===== src/rtl/rx_timer_ctrl.sv =====
// Bit-period sequencer for the serial receiver: drives a 4-bit flex counter through start-midpoint, data, stop.
// Optional PARITY_EN inserts an even-parity bit check between the data bits and the stop bit.
module rx_timer_ctrl #(
   parameter int unsigned BIT_PERIOD  = 10,
   parameter int unsigned DATA_BITS   = 8,
   parameter int unsigned HALF_PERIOD = BIT_PERIOD / 2
) (
   input  logic       clk,
   input  logic       n_rst,
   input  logic       serial_in,
   input  logic       start_bit_detected,
   input  logic       cnt_rollover,
   output logic       cnt_clear,
   output logic       cnt_enable,
   output logic [3:0] cnt_rollover_val,
   output logic       sample_strobe,
   output logic [2:0] bit_index,
   output logic       busy,
   output logic       packet_done,
   output logic       framing_error,
   output logic       parity_error
);

   localparam logic [3:0] HALF_V   = 4'(HALF_PERIOD);
   localparam logic [3:0] BIT_V    = 4'(BIT_PERIOD);
   localparam logic [2:0] LAST_IDX = 3'(DATA_BITS - 1);

   typedef enum logic [2:0] {
      S_IDLE   = 3'd0,
      S_START  = 3'd1,
      S_DATA   = 3'd2,
`ifdef PARITY_EN
      S_PARITY = 3'd4,
`endif
      S_STOP   = 3'd3
   } state_t;

   state_t     state_q, state_d;
   logic       clr_q, clr_d;
   logic       en_q, en_d;
   logic [3:0] val_q, val_d;
   logic       strobe_q, strobe_d;
   logic [2:0] bi_q, bi_d;
   logic       busy_q, busy_d;
   logic       done_q, done_d;
   logic       fe_q, fe_d;
`ifdef PARITY_EN
   logic       pe_q, pe_d;
   logic       par_q, par_d;
`endif

   // Next-state and next-output logic; the rollover value only moves together with a clear.
   always_comb begin
      state_d  = state_q;
      clr_d    = clr_q;
      en_d     = en_q;
      val_d    = val_q;
      strobe_d = 1'b0;
      bi_d     = bi_q;
      busy_d   = busy_q;
      done_d   = 1'b0;
      fe_d     = fe_q;
`ifdef PARITY_EN
      pe_d     = pe_q;
      par_d    = par_q;
`endif
      case (state_q)
         S_IDLE: begin
            clr_d  = 1'b1;
            en_d   = 1'b0;
            val_d  = HALF_V;
            busy_d = 1'b0;
            if (start_bit_detected) begin
               state_d = S_START;
               clr_d   = 1'b0;
               en_d    = 1'b1;
               busy_d  = 1'b1;
               fe_d    = 1'b0;
               bi_d    = 3'd0;
`ifdef PARITY_EN
               pe_d    = 1'b0;
               par_d   = 1'b0;
`endif
            end else begin
               state_d = S_IDLE;
            end
         end
         S_START: begin
            if (cnt_rollover) begin
               clr_d = 1'b1;
               if (!serial_in) begin
                  state_d = S_DATA;
                  val_d   = BIT_V;
               end else begin
                  state_d = S_IDLE;
                  en_d    = 1'b0;
                  busy_d  = 1'b0;
               end
            end else begin
               clr_d = 1'b0;
               en_d  = 1'b1;
            end
         end
         S_DATA: begin
            clr_d = 1'b0;
            en_d  = 1'b1;
            if (cnt_rollover) begin
               strobe_d = 1'b1;
`ifdef PARITY_EN
               par_d    = par_q ^ serial_in;
`endif
               if (bi_q == LAST_IDX) begin
`ifdef PARITY_EN
                  state_d = S_PARITY;
`else
                  state_d = S_STOP;
`endif
               end else begin
                  bi_d = bi_q + 3'd1;
               end
            end else begin
               strobe_d = 1'b0;
            end
         end
`ifdef PARITY_EN
         S_PARITY: begin
            if (cnt_rollover) begin
               state_d = S_STOP;
               pe_d    = (serial_in != par_q);
            end else begin
               state_d = S_PARITY;
            end
         end
`endif
         S_STOP: begin
            if (cnt_rollover) begin
               state_d = S_IDLE;
               clr_d   = 1'b1;
               en_d    = 1'b0;
               val_d   = HALF_V;
               busy_d  = 1'b0;
               if (serial_in) begin
`ifdef PARITY_EN
                  done_d = ~pe_q;
`else
                  done_d = 1'b1;
`endif
               end else begin
                  fe_d = 1'b1;
               end
            end else begin
               state_d = S_STOP;
            end
         end
         default: begin
            state_d = S_IDLE;
            clr_d   = 1'b1;
            en_d    = 1'b0;
            val_d   = HALF_V;
            busy_d  = 1'b0;
         end
      endcase
   end

   // State and output registers.
   always_ff @(posedge clk or negedge n_rst) begin
      if (!n_rst) begin
         state_q  <= S_IDLE;
         clr_q    <= 1'b1;
         en_q     <= 1'b0;
         val_q    <= HALF_V;
         strobe_q <= 1'b0;
         bi_q     <= 3'd0;
         busy_q   <= 1'b0;
         done_q   <= 1'b0;
         fe_q     <= 1'b0;
`ifdef PARITY_EN
         pe_q     <= 1'b0;
         par_q    <= 1'b0;
`endif
      end else begin
         state_q  <= state_d;
         clr_q    <= clr_d;
         en_q     <= en_d;
         val_q    <= val_d;
         strobe_q <= strobe_d;
         bi_q     <= bi_d;
         busy_q   <= busy_d;
         done_q   <= done_d;
         fe_q     <= fe_d;
`ifdef PARITY_EN
         pe_q     <= pe_d;
         par_q    <= par_d;
`endif
      end
   end

   assign cnt_clear        = clr_q;
   assign cnt_enable       = en_q;
   assign cnt_rollover_val = val_q;
   assign sample_strobe    = strobe_q;
   assign bit_index        = bi_q;
   assign busy             = busy_q;
   assign packet_done      = done_q;
   assign framing_error    = fe_q;
`ifdef PARITY_EN
   assign parity_error     = pe_q;
`else
   assign parity_error     = 1'b0;
`endif

endmodule


===== config.mk =====
export PLATFORM = sky130hd
export DESIGN_NAME = rx_timer_ctrl
export DESIGN_NICKNAME = d
export VERILOG_FILES = /design/src/rtl/rx_timer_ctrl.sv
export SDC_FILE = /design/constraint.sdc
export NUM_CORES = 1
export LEC_CHECK = 0
export CAP_MARGIN = 25
export CORE_MARGIN = 1
export CORE_UTILIZATION = 25
export CTS_CLUSTER_DIAMETER = 100
export DETAILED_ROUTE_END_ITERATION = 16
export GPL_ROUTABILITY_DRIVEN = 0
export SLEW_MARGIN = 10
export SYNTH_ARGS = -nofsm -noshare
export SYNTH_HDL_FRONTEND = slang
export SYNTH_SLANG_ARGS = --single-unit

===== constraint.sdc =====
create_clock -name clk -period 1.7 [get_ports clk]
set_input_delay 0.17 -clock clk [delete_from_list [all_inputs] [get_ports clk]]
set_output_delay 0.17 -clock clk [all_outputs]
set_load 0.02 [all_outputs]

==> results.cfg, run 1 <==
[synthesis]
synth_cell_types = 27
sequential_share_of_the_synthesized_area = 0.504
synth_area_sq_um = 651
synth_top_area_frac = 0.423
synth_top_cells_by_area = sky130_fd_sc_hd__dfrtp_1, sky130_fd_sc_hd__dfstp_2, sky130_fd_sc_hd__buf_4, sky130_fd_sc_hd__ha_1, sky130_fd_sc_hd__a21oi_1
syn-mean-instance-area_sq_um = 10.8
ys_seq_elements = 13
synth_largest_area_cell = sky130_fd_sc_hd__dfrtp_1
synth_enable_flop_cells = 0
synthFlopType = sky130_fd_sc_hd__dfrtp_1
postSynthNetCount = 67
async_flop_share = 1.00
ys_warn_count = 0
syn_inst = 60

[pwr]
sw_frac_of_total = 0.377
vdd_ir_max_v = 0.000653
p_sw_mw = 0.576
power.share.clock = 0.124
pwrdens_nw_per_um2 = 1740
total_power_mw = 1.53
share_comb_of_total_power = 0.524
leakage_nw = 0.397
power_report.internal_total_mw = 0.950
sequentialPowerShare = 0.352

[routing]
ant_nets_after_route = 0
drc_errors = 0
total_wirelength_mm = 1.21
detailroute.via_count = 486
first_pass_iters = 2
routed_via_density = 4.46
route.detailed.wl_per_inst_um = 11.1
detail_route.iter0.violations = 2

[floorplanning]
fp.dieW_um = 53.0
floorplan.core_area_sq_um = 2480
y_dimension_of_the_die_um = 53.0
die-area_sq_um = 2810
floorplan.rows = 18
pin_count = 19
initial_utilization = 0.263

[clocking]
tritoncts.num_buffers = 3
worst_setup_hold_path_clk_slew_ns = 0.08
clockRootBuffer = sky130_fd_sc_hd__clkbuf_4
total_number_of_h_tree_levels = 1
clock_insertion_delay_worst_skew_ns = 0.27
cts_tree = built
clock_tree.buffer_depth = 2
cts_num_sinks = 13

[global_route]
grt_util_all_layers = 0.0979
groute.layer.met2.usage = 0.156
grt_first_pass_wirelength_mm = 1.99
grt-busiest-layer = met2
global_route.overflow_total = 0
global_route.usage.met3 = 0.0259
first_global_vias = 460
grt_max_degree = 14
groute.layer.met1.usage = 0.124
number_of_antenna_violations_at_the_first_check_in_global_routing = 0

[placement]
dp.final_hpwl_um = 863
placed_cell_area_sq_um = 842
place_inst = 104
detailedPlace.worstSlack_ns = 0.0322
numPortBuffers = 17

[timing]
timing.final.hold_violations = 0
worstMarginPinSlew_ns = 0.587
finalCriticalPeriod_ns = 1.62
final.hold.worst_slack_ns = 0.265
final.period_utilization = 0.954
maxClockFrequency_mhz = 617
fin_worst_skew_ns = 0.00663
headroom_to_the_max_slew_limit = 0.607
finalSetupTns_ns = 0
timing_max_transition_violations_final = 0
count_of_endpoints_failing_setup_in_the_final_report = 0
final.setup.worst_slack_ns = 0.0790
grt_setup_unrepaired = no

[critical_path]
cpPeakStageDelay_ns = 0.41
critPathLaunch = bit_index[0]
crit_top_cell = sky130_fd_sc_hd__ha_1
timing.critical_path.slowest_stage_cell = sky130_fd_sc_hd__dfrtp_2
critical_path.startpoint_type = flop
end_kind = flop
crit_type = flop to flop
regToRegStartpoint = bit_index[0]
critical_path_peak_fanout = 3
required_ns = 1.86
timing.critical_path.cells = ha_1, ha_1, and4bb_4, o21ba_4, mux2_4
worst-endpoint-arrival_ns = 1.78

[cells_and_area]
fin_util = 0.354
syn2layout_area_growth_pct = 34.6
layout.cells.most_common_list = sky130_fd_sc_hd__clkdlybuf4s50_1, sky130_fd_sc_hd__dfrtp_1, sky130_fd_sc_hd__buf_4
drive_gt1_frac = 0.190
finish.net_count = 87
post_layout_nonfiller_instances = 109
fin_area_sq_um = 876
layout.cells.most_common = sky130_fd_sc_hd__clkdlybuf4s50_1
layout.filler_cells = 270
antenna_cells = 0

[flow_run]
cap_viol_max_count = 0

[worst_hold_path]
holdCritPathClass = input pin to asynchronous set/reset pin

[status]
result_of_the_run = complete, no violations
-- worst paths after layout --
path                                  endpoint  slack (ns)  cells after the start
min                        cnt_rollover_val[1]        0.27                      1
max                               bit_index[0]        0.08                      5
min reg2reg                cnt_rollover_val[2]        0.53                      2
max in group asynchronous         bit_index[0]        1.01                      1
min in group clk                     cnt_clear        0.51                      2
max reg2reg                       bit_index[0]        0.08                      5
-- final cells by class --
type	instances	area [sq um]	area share
flip-flops and latches	13	329	0.376
multi-input cells	38	268	0.306
repair buffers	22	208	0.237
well taps	30	37.5	0.0429
clock buffers	4	26.3	0.0300
inverters	2	7.51	0.00857
-- critical path: cells and delay by family, from the launching register on --
kind	cells	cell delay (ns)
and+or+nand+nor	1	0.30
DFF	1	0.41
muxes	1	0.25
adders and majority gates	2	0.39
AOI/OAI and AO/OA	1	0.16
-- power groups by stage --
stage	registers (mW)	clock network (mW)	logic, mW
floorplan	0.642	0	0.411
global placement	0.540	0	0.791
detailed placement	0.542	0	0.799
CTS	0.538	0.199	0.800
global route	0.555	0.215	0.875
finish	0.538	0.189	0.799
-- cell families (layout without fill, tap and decap cells) --
group,Yosys count,count (layout),share of synthesized area
AO/OA/AOI/OAI,16,16,0.181
flip-flops,13,13,0.504
other,1,1,0.00576
multiplexers,2,2,0.0404
AND/OR/NAND/NOR,17,17,0.146
buffers and inverters,9,28,0.0846
adder cells (fa/ha/maj),2,2,0.0385
-- Yosys cell counts (all sizes together) (2+ instances only) --
| cell | number |
|---|---|
| dfrtp | 11 |
| nor2b | 2 |
| nor2 | 4 |
| nand3 | 2 |
| buf | 7 |
| nand2 | 4 |
| a22o | 2 |
| inv | 2 |
| a21oi | 4 |
| mux2 | 2 |
| dfstp | 2 |
| ha | 2 |
| o21ai | 3 |
| nand2b | 2 |
-- state kept, by name, summed over array words and instances (netlist names) --
signal / cells
packet_done: 1
sample_strobe: 1
cnt_clear: 1
busy: 1
state_q: 2
cnt_rollover_val: 2
framing_error: 1
bit_index: 3
cnt_enable: 1
-- routing by layer --
layer | up-vias | share of wire
met5 | - | 0
li1 | 243 | -
met1 | 226 | 0.50
met4 | 0 | 0.0050
met3 | 2 | 0.066
met2 | 15 | 0.43
-- what timing repair did --
item | CTS | global route
endpoints found under the setup margin | 0 | 1
gates resized for setup | 0 | 0
setup buffers | 0 | 1
hold buffers | 0 | 0
No activity file was read; power rests on OpenSTA's default activity.
==> inputs of run 2 (changes only) <==
GPL_TIMING_DRIVEN = 1   (was default)
TNS_END_PERCENT = 10   (was default)
==> results of run 2 <==
The final DEF is identical to that of run 1; final timing and power are the same.
